$ cat config.mk
export PLATFORM = sky130hd
export DESIGN_NAME = prefetch_queue
export DESIGN_NICKNAME = d
export VERILOG_FILES = /design/src/rtl/bf8b_pkg.sv /design/src/rtl/prefetch_fifo.sv /design/src/rtl/prefetch_queue.sv
export SDC_FILE = /design/constraint.sdc
export NUM_CORES = 1
export LEC_CHECK = 0
export ABC_AREA = 1
export CAP_MARGIN = 20
export CORE_ASPECT_RATIO = 0.75
export CORE_UTILIZATION = 30
export CTS_BUF_LIST = sky130_fd_sc_hd__clkbuf_4 sky130_fd_sc_hd__clkbuf_8
export CTS_CLUSTER_SIZE = 20
export DETAILED_ROUTE_END_ITERATION = 12
export SLEW_MARGIN = 40
export SYNTH_ARGS = -nofsm -noshare
export SYNTH_HDL_FRONTEND = slang
export SYNTH_SLANG_ARGS = --single-unit
$ cat constraint.sdc
create_clock -name clk -period 4.5 [get_ports clk]
set_input_delay 0.9 -clock clk [delete_from_list [all_inputs] [get_ports clk]]
set_output_delay 0.9 -clock clk [all_outputs]
set_load 0.03 [all_outputs]
$ cat src/rtl/bf8b_pkg.sv
// Shared types and constants for the instruction prefetch queue.
package bf8b_pkg;

  typedef enum logic [1:0] {
    IDLE    = 2'd0,
    REQ     = 2'd1,
    DISCARD = 2'd2
  } state_t;

  localparam int INST_BYTES = 4;
  // Bytes per memory access; fetch addresses are aligned to this.
  localparam int MEM_ACC_32 = 4;

endpackage

$ cat src/rtl/prefetch_fifo.sv
// DEPTH-entry {pc, inst} circular buffer with count, used by prefetch_queue.
module prefetch_fifo #(
  parameter int DEPTH  = 4,
  parameter int PC_W   = 32,
  parameter int INST_W = 32
) (
  input  logic                       clk,
  input  logic                       rst,
  input  logic                       clear,
  input  logic                       push,
  input  logic                       pop,
  input  logic [PC_W-1:0]            push_pc,
  input  logic [INST_W-1:0]          push_inst,
  output logic [PC_W-1:0]            head_pc,
  output logic [INST_W-1:0]          head_inst,
  output logic                       full,
  output logic                       empty,
  output logic [$clog2(DEPTH):0]     count
);

  localparam int PTR_W = $clog2(DEPTH);
  localparam int CNT_W = PTR_W + 1;

  logic [PC_W-1:0]   pc_mem   [DEPTH];
  logic [INST_W-1:0] inst_mem [DEPTH];
  logic [PTR_W-1:0]  rd_ptr, wr_ptr;
  logic [CNT_W-1:0]  count_q;
  logic              do_push, do_pop;

  assign full    = (count_q == CNT_W'(DEPTH));
  assign empty   = (count_q == '0);
  assign do_push = push & ~full;
  assign do_pop  = pop & ~empty;

  always_ff @(posedge clk) begin
    if (rst) begin
      rd_ptr  <= '0;
      wr_ptr  <= '0;
      count_q <= '0;
      for (int i = 0; i < DEPTH; i++) begin
        pc_mem[i]   <= '0;
        inst_mem[i] <= '0;
      end
    end else if (clear) begin
      rd_ptr  <= '0;
      wr_ptr  <= '0;
      count_q <= '0;
    end else begin
      if (do_push) begin
        pc_mem[wr_ptr]   <= push_pc;
        inst_mem[wr_ptr] <= push_inst;
        wr_ptr           <= wr_ptr + 1'b1;
      end
      if (do_pop) rd_ptr <= rd_ptr + 1'b1;
      count_q <= count_q + CNT_W'(do_push) - CNT_W'(do_pop);
    end
  end

  assign head_pc   = pc_mem[rd_ptr];
  assign head_inst = inst_mem[rd_ptr];
  assign count     = count_q;

endmodule

$ cat src/rtl/prefetch_queue.sv
// Instruction prefetch queue: single-outstanding fetch FSM feeding a small FIFO.
// Optional same-cycle bypass of an empty queue: define PREFETCH_BYPASS_EN.
//
// state   | meaning
// IDLE    | no request outstanding (queue full)
// REQ     | request outstanding, response belongs to current stream
// DISCARD | request outstanding, response belongs to a flushed stream
module prefetch_queue
  import bf8b_pkg::*;
#(
  parameter int M_WIDTH    = 32,
  parameter int INST_WIDTH = INST_BYTES * 8,
  parameter int DEPTH      = 4
) (
  input  logic                  clk,
  input  logic                  rst,
  input  logic                  flush,
  input  logic [M_WIDTH-1:0]    flush_pc,
  input  logic [M_WIDTH-1:0]    mem_data_in,
  input  logic                  mem_ready,
  output logic                  mem_req,
  output logic [M_WIDTH-1:0]    mem_addr,
  output logic [INST_WIDTH-1:0] inst_out,
  output logic [M_WIDTH-1:0]    pc_out,
  output logic                  valid,
  input  logic                  take
);

  localparam int CNT_W = $clog2(DEPTH) + 1;
  localparam int CN_W  = CNT_W + 1;
  localparam logic [M_WIDTH-1:0] PC_STEP    = M_WIDTH'(INST_WIDTH / 8);
  localparam logic [M_WIDTH-1:0] ALIGN_MASK = ~M_WIDTH'(MEM_ACC_32 - 1);

  state_t             state, state_next;
  logic [M_WIDTH-1:0] fetch_pc, fetch_pc_next;
  logic [M_WIDTH-1:0] mem_addr_q, mem_addr_next;
  logic [M_WIDTH-1:0] flush_pc_aligned;
  logic [M_WIDTH-1:0]    head_pc;
  logic [INST_WIDTH-1:0] head_inst;
  logic               fifo_full, fifo_empty;
  logic [CNT_W-1:0]   fifo_count;
  logic               resp_ok, bypass, push, pop, has_space;
  logic [CN_W-1:0]    count_next;

  assign flush_pc_aligned = flush_pc & ALIGN_MASK;
  assign resp_ok          = (state == REQ) & mem_ready & ~flush;

`ifdef PREFETCH_BYPASS_EN
  assign bypass = fifo_empty & resp_ok;
`else
  assign bypass = 1'b0;
`endif

  // A bypassed word that decode takes in the same cycle never enters the queue.
  assign push       = resp_ok & ~(bypass & take) & ~fifo_full;
  assign pop        = take & ~fifo_empty;
  assign count_next = flush ? '0 : {1'b0, fifo_count} + CN_W'(push) - CN_W'(pop);
  assign has_space  = count_next < CN_W'(DEPTH);

  prefetch_fifo #(
    .DEPTH  (DEPTH),
    .PC_W   (M_WIDTH),
    .INST_W (INST_WIDTH)
  ) u_fifo (
    .clk       (clk),
    .rst       (rst),
    .clear     (flush),
    .push      (push),
    .pop       (pop),
    .push_pc   (fetch_pc),
    .push_inst (mem_data_in[INST_WIDTH-1:0]),
    .head_pc   (head_pc),
    .head_inst (head_inst),
    .full      (fifo_full),
    .empty     (fifo_empty),
    .count     (fifo_count)
  );

  always_ff @(posedge clk) begin
    if (rst) begin
      state      <= IDLE;
      fetch_pc   <= '0;
      mem_addr_q <= '0;
    end else begin
      state      <= state_next;
      fetch_pc   <= fetch_pc_next;
      mem_addr_q <= mem_addr_next;
    end
  end

  always_comb begin
    state_next    = state;
    fetch_pc_next = fetch_pc;
    mem_addr_next = mem_addr_q;
    unique case (state)
      IDLE: begin
        if (flush) begin
          fetch_pc_next = flush_pc_aligned;
          mem_addr_next = flush_pc_aligned;
          state_next    = REQ;
        end else if (has_space) begin
          mem_addr_next = fetch_pc;
          state_next    = REQ;
        end
      end
      REQ: begin
        if (flush) begin
          fetch_pc_next = flush_pc_aligned;
          // An in-flight request cannot be cancelled; wait it out in DISCARD.
          if (mem_ready) mem_addr_next = flush_pc_aligned;
          else           state_next    = DISCARD;
        end else if (mem_ready) begin
          fetch_pc_next = fetch_pc + PC_STEP;
          if (has_space) mem_addr_next = fetch_pc + PC_STEP;
          else           state_next    = IDLE;
        end
      end
      DISCARD: begin
        if (flush) fetch_pc_next = flush_pc_aligned;
        if (mem_ready) begin
          mem_addr_next = fetch_pc_next;
          state_next    = REQ;
        end
      end
      default: state_next = IDLE;
    endcase
  end

  assign mem_req  = (state != IDLE);
  assign mem_addr = mem_addr_q;
  assign valid    = ~fifo_empty | bypass;
  assign inst_out = bypass ? mem_data_in[INST_WIDTH-1:0] : head_inst;
  assign pc_out   = bypass ? mem_addr_q : head_pc;

endmodule

==> summary.txt, run 1 <==
Status
  • Status: finished, final reports clean

Synthesis
  • Most frequent cell after synthesis: nor2_1
  • Post-synthesis async set-or-reset flop share: 0
  • Synth Area in XOR/XNOR: 0.000555
  • Warnings from Yosys: 0
  • Share of the synthesized area in the top cell type: 0.488
  • Top post-synthesis cells by count: nor2_1, edfxtp_1, nand2_1, o21ai_0, inv_1
  • Post-Synth Simple-Gate Area: 0.225
  • Top cells by area, synth: edfxtp_1, nor2_1, dfxtp_1, nand2_1, o21ai_0
  • Average size of a mapped cell: 8.68 um2
  • Syn Nets: roughly 1900
  • Adder-Cell Fraction of Synth Area: 0.00524
  • Area leader, netlist: edfxtp_1
  • Mapped Cells: 1816
  • Part of the Yosys area used for sequential elements: 0.583
  • Ys flop type: edfxtp_1
  • Register bit total from synthesis: about 330
  • Post-synthesis mux area share: 0.00444
  • Post-synth EDFFs: approximately 260
  • Compound-Gate Fraction of Synth Area: 0.118
  • Main combinational cell family by area after synthesis: simple AND/OR/NAND/NOR gates
  • Distinct cells, synth: 37
  • Post-Synthesis Cell Area: 15800 um2

Hold path
  • HP Class: reg -> reg

Clocking
  • CTS Buffer Depth: 3
  • H-tree levels: 2
  • Post-CTS setup buffers: 0
  • Cts repair resizes: 0
  • Worst-Skew Late Latency: about 0.61 ns
  • Clock Sink Count: approximately 330
  • Cts-stage hold buffer count: 0
  • Clk slew on worst S/H paths: around 0.060 ns
  • Root Driver: clkbuf_8
  • CTS buffer count: 51
  • CTS tree: done

Power
  • PD cells: roughly 400 nW/um2
  • Leakage power: around 7.3 nW
  • Worst IR drop on VDD: 211 uV

Critical path
  • Crit path kind: reg -> out
  • R2r endpoint: fetch_pc[30]$_SDFFE_PP0P_
  • WP data required: between 3 and 4 ns
  • Reg2Reg Depth: 9
  • R2R Setup Slk: 1.25 ns
  • CP Max Fanout: 92
  • Setup crit end kind: output port
  • Nature of the critical path startpoint: flip-flop
  • R2r startpoint: state[0]$_SDFFE_PP0P_
  • CP Capture Point: pc_out[29]
  • Arr. time, crit path: slightly below 3 ns

Floorplanning
  • Die height: ~200 um
  • Core Area: around 52000 um2
  • Initial Util: 0.305
  • Rows: ~70
  • Die Wd: 267 um
  • I/O Pins: 167
  • Die area: 53500 um2

Placement
  • HPWL after DPL: between 20000 and 30000 um
  • Port bufs: 164
  • Gp weighted congestion: around 0.86

Global route
  • Busiest grt layer: met2
  • Grt met1 use: 0.244
  • GR Util All Layers: 0.172
  • Initial antenna violation count: 1
  • Met2 usage: 0.269
  • Routing usage on met3: 0.0358
  • Via count of the first global-routing pass: ~12000
  • First-pass GRT wire length: slightly above 70000 um
  • Total grt overflow: 0
  • Largest net degree at the start of global routing: 93

Routing
  • DR iter-0 viols: approximately 1300
  • DR vias/cell: approximately 4.9
  • Final ANT Viol Nets: 0
  • Via count: roughly 13000
  • Final wirelength: around 47000 um
  • DR pass1 iterations: 5
  • DRC viols: 0
  • DR WL/cell: between 15 and 20 um

Timing
  • Final Max Tran Viols: 0
  • Final min period: about 3.8 ns
  • Tcrit/Tclk final: 0.846
  • Clock skew: 0.0195 ns
  • Hold Vio Cnt, Final: 0
  • RSZ-0062 raised after global routing: false
  • Setup_tns: 0 ns
  • F_max: between 200 and 300 MHz
  • Slew HR: 0.460
  • Slew @ Worst Pin: ~0.8 ns
  • Final Setup Violations: 0

Finish
  • Share of cells above drive strength 1: 0.0735
  • Area Overhead vs Synth: 21.2%
  • Final Core Density: 0.370
  • Nets: between 2000 and 2500
  • Filler cell count: around 5200
  • Antenna cells: 0

Flow run
  • Maxcap violations: 0
[registers in the layout, summed over array words and instances, names as in the netlist, named ones only]
signal and cells:
fetch_pc 32, mem_addr 32, u_fifo.pc_mem 128, u_fifo.wr_ptr 2
u_fifo.rd_ptr 2, state 2, u_fifo.count 3, u_fifo.inst_mem 128
[cell usage in the layout, fill, tap and decap left out, types with 12 or more instances in the layout]
master,n
clkbuf_4,17
nor2_1,505
o21ai_0,186
nand2_1,246
clkdlybuf4s50_1,163
edfxtp_1,256
a21oi_1,80
buf_4,20
nor3_1,12
nand3_1,79
inv_1,116
o22ai_1,64
dfxtp_1,73
clkbuf_8,56
nand4_1,18
[through the flow]
step	total power [mW]	hold slack [ns]	instances	setup WS, ns	instance area [um2]
floorplan	4.53	0.436	1816	0.815	15800
global placement	5.07	0.444	2595	0.910	18000
detailed placement	5.09	0.448	2595	0.908	18000
CTS	7.80	0.458	2689	0.649	19100
global route	8.08	0.485	2689	0.605	19100
finish	7.73	0.459	2689	0.694	19100
[how the worst min path moves through the flow]
stage | startpoint | slack, ns | endpoint | cells after the start
floorplan | u_fifo.rd_ptr[1]$_SDFFE_PP0P_ | 0.44 | flip-flop | 2
global placement | u_fifo.rd_ptr[1]$_SDFFE_PP0P_ | 0.44 | flip-flop | 2
detailed placement | u_fifo.rd_ptr[1]$_SDFFE_PP0P_ | 0.45 | flip-flop | 2
CTS | u_fifo.rd_ptr[1]$_SDFFE_PP0P_ | 0.46 | flip-flop | 2
global route | u_fifo.rd_ptr[1]$_SDFFE_PP0P_ | 0.48 | flip-flop | 2
finish | u_fifo.rd_ptr[1]$_SDFFE_PP0P_ | 0.46 | flip-flop | 2
[cell families after synthesis]
| logic type | Yosys count |
|---|---|
| AO/OA/AOI/OAI | 347 |
| XOR/XNOR | 1 |
| adder cells (fa/ha/maj) | 6 |
| buffers and inverters | 240 |
| flip-flops | 331 |
| multiplexers | 7 |
| AND/OR/NAND/NOR | 884 |
[layout make-up]
| cell class | count | area (um2) | area share |
|---|---|---|---|
| multi-input cells | 1245 | 5600 | 0.293 |
| inverters | 125 | 470 | 0.0246 |
| well taps | 703 | 880 | 0.0460 |
| clock buffers | 73 | 898 | 0.0470 |
| flip-flops and latches | 331 | 9190 | 0.481 |
| repair buffers | 191 | 1900 | 0.0994 |
| clock inverters | 21 | 174 | 0.00910 |
[power breakdown]
part	internal, mW	switching (mW)	total (mW)
clock network	1.46	1.23	2.69
registers	3.49	0.120	3.61
logic	0.474	0.956	1.43
[worst max-delay path, stage by stage, from the launching register on]
cell and delay [ns]:
dfxtp_4 0.61, buf_12 0.40, o21ai_0 0.16, o22ai_1 0.37
clkdlybuf4s50_1 0.74
[layer usage]
metal,vias up,share of wire
li1,6363,-
met5,-,0.00028
met3,71,0.081
met1,6258,0.46
met4,2,0.016
met2,499,0.45
Note: power is estimated with default switching activity, not from simulation.
==> run 2, diff against run 1 <==
- clock period: 4.5 -> 3.96 ns (I/O delays scaled with it)
==> summary.txt, run 2 (same netlist as run 1, synthesis figures left out) <==
Global route
  • Initial antenna violation count: 1 (unchanged)
  • Total grt overflow: 0 (unchanged)
  • Largest net degree at the start of global routing: 129 (+39%)
  • Routing usage on met3: 0.0313 (-0.00454)
  • Grt met1 use: 0.247 (+0.00395)
  • Via count of the first global-routing pass: 12606 (+1.5%)
  • Busiest grt layer: met2
  • Met2 usage: 0.273 (+0.00391)
  • GR Util All Layers: 0.173 (+0.00123)
  • First-pass GRT wire length: 72200 um (+1.1%)

Clocking
  • Clock Sink Count: 331 (unchanged)
  • Cts-stage hold buffer count: 0 (unchanged)
  • CTS tree: done
  • Worst-Skew Late Latency: 0.63 ns (+0.02 ns)
  • Cts repair resizes: 0 (unchanged)
  • Post-CTS setup buffers: 0 (unchanged)
  • H-tree levels: 2 (unchanged)
  • Root Driver: clkbuf_8
  • CTS Buffer Depth: 3 (unchanged)
  • Clk slew on worst S/H paths: 0.07 ns (about the same)
  • CTS buffer count: 52 (+2.0%)

Floorplanning
  • Rows: 72 (unchanged)
  • I/O Pins: 167 (unchanged)
  • Initial Util: 0.305 (unchanged)
  • Die Wd: 267 um (unchanged)
  • Core Area: 51700 um2 (unchanged)
  • Die height: 201 um (unchanged)
  • Die area: 53500 um2 (unchanged)

Finish
  • Share of cells above drive strength 1: 0.0723 (-0.00123)
  • Area Overhead vs Synth: 21.9%
  • Final Cell Area: 19200 um2 (+0.51%)
  • Filler cell count: 5295 (+1.0%)
  • Most frequent cells in the layout: nor2_1, edfxtp_1, nand2_1, o21ai_0, clkdlybuf4s50_1
  • Biggest regs: u_fifo.inst_mem x128, u_fifo.pc_mem x128
  • Commonest non-fill, non-tap cell in the layout: nor2_1
  • Antenna cells: 0 (unchanged)
  • Nets: 2029 (+0.45%)
  • Post-Layout Cell Count: 2695 (+0.22%)

Power
  • Leakage power: 7.35 nW (+0.43%)
  • Worst IR drop on VDD: 225 uV (+6.6%)
  • PD cells: 460 nW/um2 (+14%)

Timing
  • Final Max Tran Viols: 0 (unchanged)
  • Setup_tns: 0 ns (unchanged)
  • RSZ-0062 raised after global routing: false
  • Tcrit/Tclk final: 0.923
  • Final Setup Violations: 0 (unchanged)
  • Hold Vio Cnt, Final: 0 (unchanged)
  • Slew @ Worst Pin: 0.833 ns (+0.0234 ns)
  • Clock skew: 0.0429 ns (+0.0234 ns)
  • Slew HR: 0.444 (-0.0156)
  • Final min period: roughly 3.7 ns
  • F_max: between 200 and 300 MHz

Placement
  • Placed cells: 2603 (+0.31%)
  • HPWL after DPL: 28900 um (+1.6%)
  • Port bufs: 164 (unchanged)
  • Gp weighted congestion: 0.876 (+2.3%)
  • Post-DP Area: 18100 um2 (+0.54%)

Hold path
  • HP Class: reg -> reg

Critical path
  • R2R Setup Slk: 0.95 ns (-0.30 ns)
  • WP data required: 3.17 ns (-0.43 ns)
  • Setup crit end kind: output port
  • Crit path kind: reg -> out
  • CP Max Fanout: 64 (-30%)
  • Arr. time, crit path: 2.86 ns (-0.05 ns)
  • Nature of the critical path startpoint: flip-flop

Routing
  • DR iter-0 viols: 1098 (-17%)
  • DRC viols: 0 (unchanged)
  • DR pass1 iterations: 5 (unchanged)
  • Final wirelength: 47500 um (+0.98%)
  • DR WL/cell: 17.6 um (+0.75%)
  • Via count: 13184 (-0.068%)
  • Final ANT Viol Nets: 0 (unchanged)
  • DR vias/cell: 4.89 (-0.29%)

Status
  • Status: finished, final reports clean

Flow run
  • Maxcap violations: 0 (unchanged)
run 2: cell types whose count changed in the layout (fill, tap and decap cells not counted), moves of 2 or more:
cell / change
bufinv_16: +2
clkbuf_4: -6
clkbuf_8: -4
buf_4: +5
clkinv_2: -3
buf_12: +3
clkinv_1: +7
run 2: path summary, 6_finish.rpt:
check | start | to | cells after the start
worst max-delay path | flip-flop | pc_out[15] | 4
worst min-delay path | u_fifo.rd_ptr[1]$_SDFFE_PP0P_ | u_fifo.rd_ptr[1]$_SDFFE_PP0P_ | 2
worst max register to register | state[0]$_SDFFE_PP0P_ | fetch_pc[2]$_SDFFE_PP0P_ | 9
worst min register to register | u_fifo.rd_ptr[1]$_SDFFE_PP0P_ | u_fifo.rd_ptr[1]$_SDFFE_PP0P_ | 2
run 2: metrics by stage:
step | setup slack (ns) | power [mW] | hold WS, ns | util
3_5_place_dp | 0.627 | 5.81 | 0.459 | 0.351
2_1_floorplan | 0.383 | 5.15 | 0.436 | -
6_report | 0.305 | 8.85 | 0.476 | 0.372
5_1_grt | 0.171 | 9.22 | 0.507 | 0.372
4_1_cts | 0.175 | 8.91 | 0.478 | 0.372
3_3_place_gp | 0.657 | 5.78 | 0.445 | 0.351
run 2: area by class of cell:
type	count	area (um2)	share of cell area
clock buffers	63	798	0.0415
clock inverters	29	274	0.0143
flip-flops and latches	331	9190	0.478
inverters	125	470	0.0245
multi-input cells	1245	5600	0.291
well taps	703	880	0.0458
repair buffers	199	2000	0.104
run 2: power by group:
group | internal [mW] | switching (mW) | total, mW
clock network | 1.66 | 1.43 | 3.09
registers | 3.97 | 0.149 | 4.11
logic | 0.556 | 1.09 | 1.64
total | 6.18 | 2.66 | 8.85
run 2: worst max-delay path, stage by stage, from the launching register on:
cell and delay [ns]:
dfxtp_2 0.34, buf_4 0.61, o21ai_0 0.20, o22ai_1 0.35
clkdlybuf4s50_1 0.74
run 2: routing by layer:
layer	vias to the layer above	share of wire
met1	6286	0.47
met5	-	0.00021
met2	445	0.44
met3	79	0.068
met4	2	0.017
li1	6372	-
